[config.mk]
export PLATFORM = sky130hd
export DESIGN_NAME = seq_mult8
export DESIGN_NICKNAME = d
export VERILOG_FILES = /design/src/rtl/seq_mult8_pkg.sv /design/src/rtl/seq_mult8_rca8.sv /design/src/rtl/seq_mult8.sv
export SDC_FILE = /design/constraint.sdc
export NUM_CORES = 1
export LEC_CHECK = 0
export CAP_MARGIN = 40
export CORE_MARGIN = 2
export CORE_UTILIZATION = 47
export CTS_CLUSTER_SIZE = 30
export DETAILED_ROUTE_END_ITERATION = 12
export PLACE_DENSITY = 0.75
export SLEW_MARGIN = 20
export SYNTH_ARGS = -nofsm -noshare
export SYNTH_HDL_FRONTEND = slang
export SYNTH_SLANG_ARGS = --single-unit
[constraint.sdc]
create_clock -name clk -period 3.85 [get_ports clk]
set_clock_uncertainty 0.1 [all_clocks]
set_input_delay 0.385 -clock clk [delete_from_list [all_inputs] [get_ports clk]]
set_output_delay 0.385 -clock clk [all_outputs]
set_load 0.02 [all_outputs]
[src/rtl/seq_mult8_pkg.sv]
// Shared definitions for the sequential 8x8 shift-add multiplier.
// State encodings, operand width and counter width.
package seq_mult8_pkg;

    localparam int ALU_W = 8;
    localparam int CNT_W = $clog2(ALU_W) + 1;

    typedef enum logic [1:0] {
        ST_IDLE = 2'd0,
        ST_RUN  = 2'd1,
        ST_DONE = 2'd2
    } state_t;

endpackage

[src/rtl/seq_mult8_rca8.sv]
// 8-bit ripple-carry adder used as the per-iteration accumulate engine.
// Plain chain of full adders, carry-out exposed for the product shift.
module seq_mult8_rca8 (
    input  logic [7:0] a_8,
    input  logic [7:0] b_8,
    input  logic       cin,
    output logic [7:0] sum,
    output logic       cout
);

    logic [8:0] c;

    // Ripple the carry through eight full-adder cells.
    always_comb begin
        c    = '0;
        sum  = '0;
        c[0] = cin;
        for (int i = 0; i < 8; i++) begin
            sum[i]   = a_8[i] ^ b_8[i] ^ c[i];
            c[i + 1] = (a_8[i] & b_8[i]) | (c[i] & (a_8[i] ^ b_8[i]));
        end
        cout = c[8];
    end

endmodule

[src/rtl/seq_mult8.sv]
// Sequential 8x8 unsigned shift-add multiplier, start/busy/done handshake.
// One add-and-shift per RUN cycle; product is only written on completion.
module seq_mult8
    import seq_mult8_pkg::*;
#(
    parameter int WIDTH = ALU_W
) (
    input  logic                 clk,
    input  logic                 rst_n,
    input  logic                 start,
    input  logic [WIDTH-1:0]     a,
    input  logic [WIDTH-1:0]     b,
    output logic                 busy,
    output logic                 done,
    output logic [2*WIDTH-1:0]   product
);

    state_t             state;
    state_t             state_nx;
    logic [WIDTH-1:0]   m;
    logic [WIDTH-1:0]   p_hi;
    logic [WIDTH-1:0]   q;
    logic [CNT_W-1:0]   cnt;
    logic [WIDTH-1:0]   addend;
    logic [WIDTH-1:0]   sum;
    logic               carry;
    logic [2*WIDTH-1:0] shifted;
    logic               last;

    assign addend  = q[0] ? m : '0;
    assign shifted = {carry, sum, q[WIDTH-1:1]};
    assign last    = (cnt == CNT_W'(WIDTH - 1));
    assign busy    = (state == ST_RUN);
    assign done    = (state == ST_DONE);

    seq_mult8_rca8 u_rca8 (
        .a_8  (p_hi),
        .b_8  (addend),
        .cin  (1'b0),
        .sum  (sum),
        .cout (carry)
    );

    // State register.
    always_ff @(posedge clk or negedge rst_n) begin
        if (!rst_n) state <= ST_IDLE;
        else        state <= state_nx;
    end

    // Next-state logic; the spare encoding falls back to IDLE.
    always_comb begin
        state_nx = ST_IDLE;
        unique case (state)
            ST_IDLE: state_nx = start ? ST_RUN : ST_IDLE;
            ST_RUN:  state_nx = last ? ST_DONE : ST_RUN;
            ST_DONE: state_nx = ST_IDLE;
            default: state_nx = ST_IDLE;
        endcase
    end

    // Operand load, add-and-shift iterations and product capture.
    always_ff @(posedge clk or negedge rst_n) begin
        if (!rst_n) begin
            m       <= '0;
            p_hi    <= '0;
            q       <= '0;
            cnt     <= '0;
            product <= '0;
        end else if (state == ST_IDLE && start) begin
            m    <= a;
            q    <= b;
            p_hi <= '0;
            cnt  <= '0;
        end else if (state == ST_RUN) begin
            {p_hi, q} <= shifted;
            cnt       <= cnt + 1'b1;
            if (last) product <= shifted;
        end
    end

endmodule

==> out/metrics.csv <==
metric;value;unit
hpwlAfterDp;2650;µm
ant_nets;0;
drv_cap;0;
period_share;97.1;%
cts.sinks;46;
syn_nets;223;
vdd.ir_drop.worst;0.000392;V
antenna_found_initial;0;
path_clk_slew;0.08;ns
path_max_fanout;2;
cp.required;3.90;ns
regArea;0.00115;mm²
endpoint_kind;flop;
ys_seq_elements;46;
drt_iter0_markers;78;
grt_use_total;18.1;%
num_vias;1485;
grt.overflow.total;0;
whs;-0.0118;ns
cts_setup_buffers;0;
arrival;3.79;ns
gp_congestion;0.757;
numCtsBuffers;5;
netlist_area;0.00208;mm²
antenna_cells;0;
yosys.cell_types.count;24;
path_buf_inv;1;
p_per_area;830;mW/mm²
ys.warnings.count;0;
nNetsFinal;260;
drc;0;
fp.dieH;70.6;µm
final_layout_size_suffix_gt1_share;10.3;%
rows;24;
multi_input_area;816;µm²
setup_viol;0;
die_area;0.00498;mm²
hold_buffers;0;
port_buffers;36;
grt_pass1_vias;1473;
worstSetupStartpointType;flop;
htreeDepth;2;
wire_per_inst;14.1;µm
slew_viol_final;0;
slew-limit-headroom;50.0;%
synth_seq_area_share;55.3;%
finalWirelength;4010;µm
min_period;3.74;ns
worst_slack;0.110;ns
nFillCells;361;
clock_tree.buffer_depth;2;
ios;37;
clock.fmax;267;MHz
clkLatencyLatePin;0.29;ns
ff2ff_path_depth;11;
leakage;1.16;nW
worst-setup-path-type;flop to flop;
cts_tree;built;
start_util;48.2;%
fp.coreArea;0.00432;mm²
cpPeakStageDelay;0.51;ns
rsz0062_at_grt;no;
grt_pass1_wl;6990;µm
drt-pass1-iter-count;4;
worst_pin_slew;0.747;ns
hp-class;input pin to asynchronous set/reset pin;
synth_area_per_cell;10.7;µm²
status;finished with violations;
cp_cell_sequence;and2_1, ha_1, inv_1, fa_1, fa_2, fa_2, fa_1, fa_1, fa_1, fa_1, mux2i_1;
syn-instance-count;195;
cpLargestDelayFamily;adder cells;
vias_per_cell;5.21;
cts_repair_resize_count;0;
path_common_cell;fa_1;
failed_checks;negative hold slack;
hold_viol_final;23;
cpMaxStageDelayCell;fa_1;
place_worst_setup_slack;0.0550;ns
area_growth;26.5;%
fp.dieW;70.6;µm
setup_tns;0;ns
cp.depth;11;
root_buffer;clkbuf_8;
final_core_util;60.9;%
grt_max_degree;30;
## metrics by stage
step / total power, W / instance area [µm²] / hold WS, ns / instances
floorplan: 0.00147 / 2080 / -0.0106 / 195
global placement: 0.00179 / 2450 / 0.353 / 274
detailed placement: 0.00184 / 2520 / 0.327 / 277
CTS: 0.00220 / 2630 / 0.00517 / 285
global route: 0.00236 / 2640 / 0.0338 / 285
finish: 0.00219 / 2640 / -0.0118 / 285
## cells in the mapped netlist
| cell | n | share of area (%) |
|---|---|---|
| nor3b_2 | 1 | 0.60 |
| ha_1 | 2 | 1.2 |
| mux2_4 | 1 | 0.72 |
| mux2_2 | 7 | 3.8 |
| nand3b_1 | 1 | 0.36 |
| buf_8 | 1 | 0.72 |
| nand2_1 | 50 | 9.0 |
| mux2i_1 | 9 | 4.3 |
| o21ai_0 | 11 | 2.6 |
| nor2_1 | 6 | 1.1 |
| nand3_1 | 13 | 3.1 |
| dfrtp_1 | 46 | 55 |
| or3b_1 | 1 | 0.42 |
| and2_1 | 1 | 0.30 |
| buf_2 | 7 | 1.7 |
| a22oi_1 | 2 | 0.72 |
| a31oi_1 | 6 | 1.8 |
| inv_1 | 17 | 3.1 |
| nand4_1 | 1 | 0.30 |
| and2b_1 | 1 | 0.36 |
| nor3_4 | 1 | 0.78 |
| fa_1 | 7 | 6.7 |
| nand2b_4 | 1 | 0.66 |
| clkbuf_1 | 2 | 0.36 |
## logic make-up (layout without fill, tap and decap cells)
kind of cell,Yosys count,count (layout),share of synthesized area (%)
AND/OR/NAND/NOR,77,77,17.0
flip-flops,46,46,55.3
buffers and inverters,27,65,5.83
AO/OA/AOI/OAI,19,19,5.17
multiplexers,17,17,8.83
adder cells (fa/ha/maj),9,9,7.93
## worst reg2reg max path, cell delays in order (launching register included)
cell     delay, ns
dfrtp_1       0.36
and2_1        0.13
ha_1          0.14
inv_1         0.05
fa_1          0.38
fa_2          0.35
fa_2          0.34
fa_1          0.39
fa_1          0.39
fa_1          0.40
fa_1          0.51
mux2i_1       0.08
## placed cells by master, fill, tap and decap left out, types with 5 or more instances in the layout
cell type	instances
nand2_1	50
dfrtp_1	46
clkdlybuf4s50_1	35
inv_1	17
nand3_1	13
o21ai_0	10
mux2i_1	9
mux2_2	7
nor2_1	6
a31oi_1	6
fa_1	5
clkbuf_8	5
## power by group
| part | internal [W] | switching [W] | leakage (nW) |
|---|---|---|---|
| Clock | 0.000194 | 0.000154 | 0.0524 |
| Sequential | 0.000715 | 0.000144 | 0.561 |
| Combinational | 0.000452 | 0.000528 | 0.544 |
## area by class of cell
class / instances / area share [%]
clock inverters: 1 / 1.14
repair buffers: 40 / 16.4
clock buffers: 7 / 2.90
well taps: 52 / 2.47
multi-input cells: 122 / 31.0
flip-flops and latches: 46 / 43.7
inverters: 17 / 2.42
## routing by layer
layer	part of all wire (%)	up-vias	GRT usage (%)
met3	3.8	5	3.70
met1	47	733	25.8
met4	1.3	0	6.92
met2	48	39	27.8
met5	0	-	0
li1	-	708	-
## registers in the layout, summed over array words and instances (netlist names)
register / flops
p_hi: 8
state: 2
product: 16
m: 8
cnt: 4
q: 8
## path summary, 6_finish.rpt
path	startpoint	endpoint	slack [ns]
worst max-delay path	q[0]	product[14]	0.11
worst min-delay path	rst_n	product[14]	-0.01
worst max register to register	q[0]	product[14]	0.11
worst min register to register	m[1]	m[1]	0.38
max in group asynchronous	rst_n	q[4]	3.14
min in group clk	m[1]	m[1]	0.38
(Power assumes the default switching activity.)
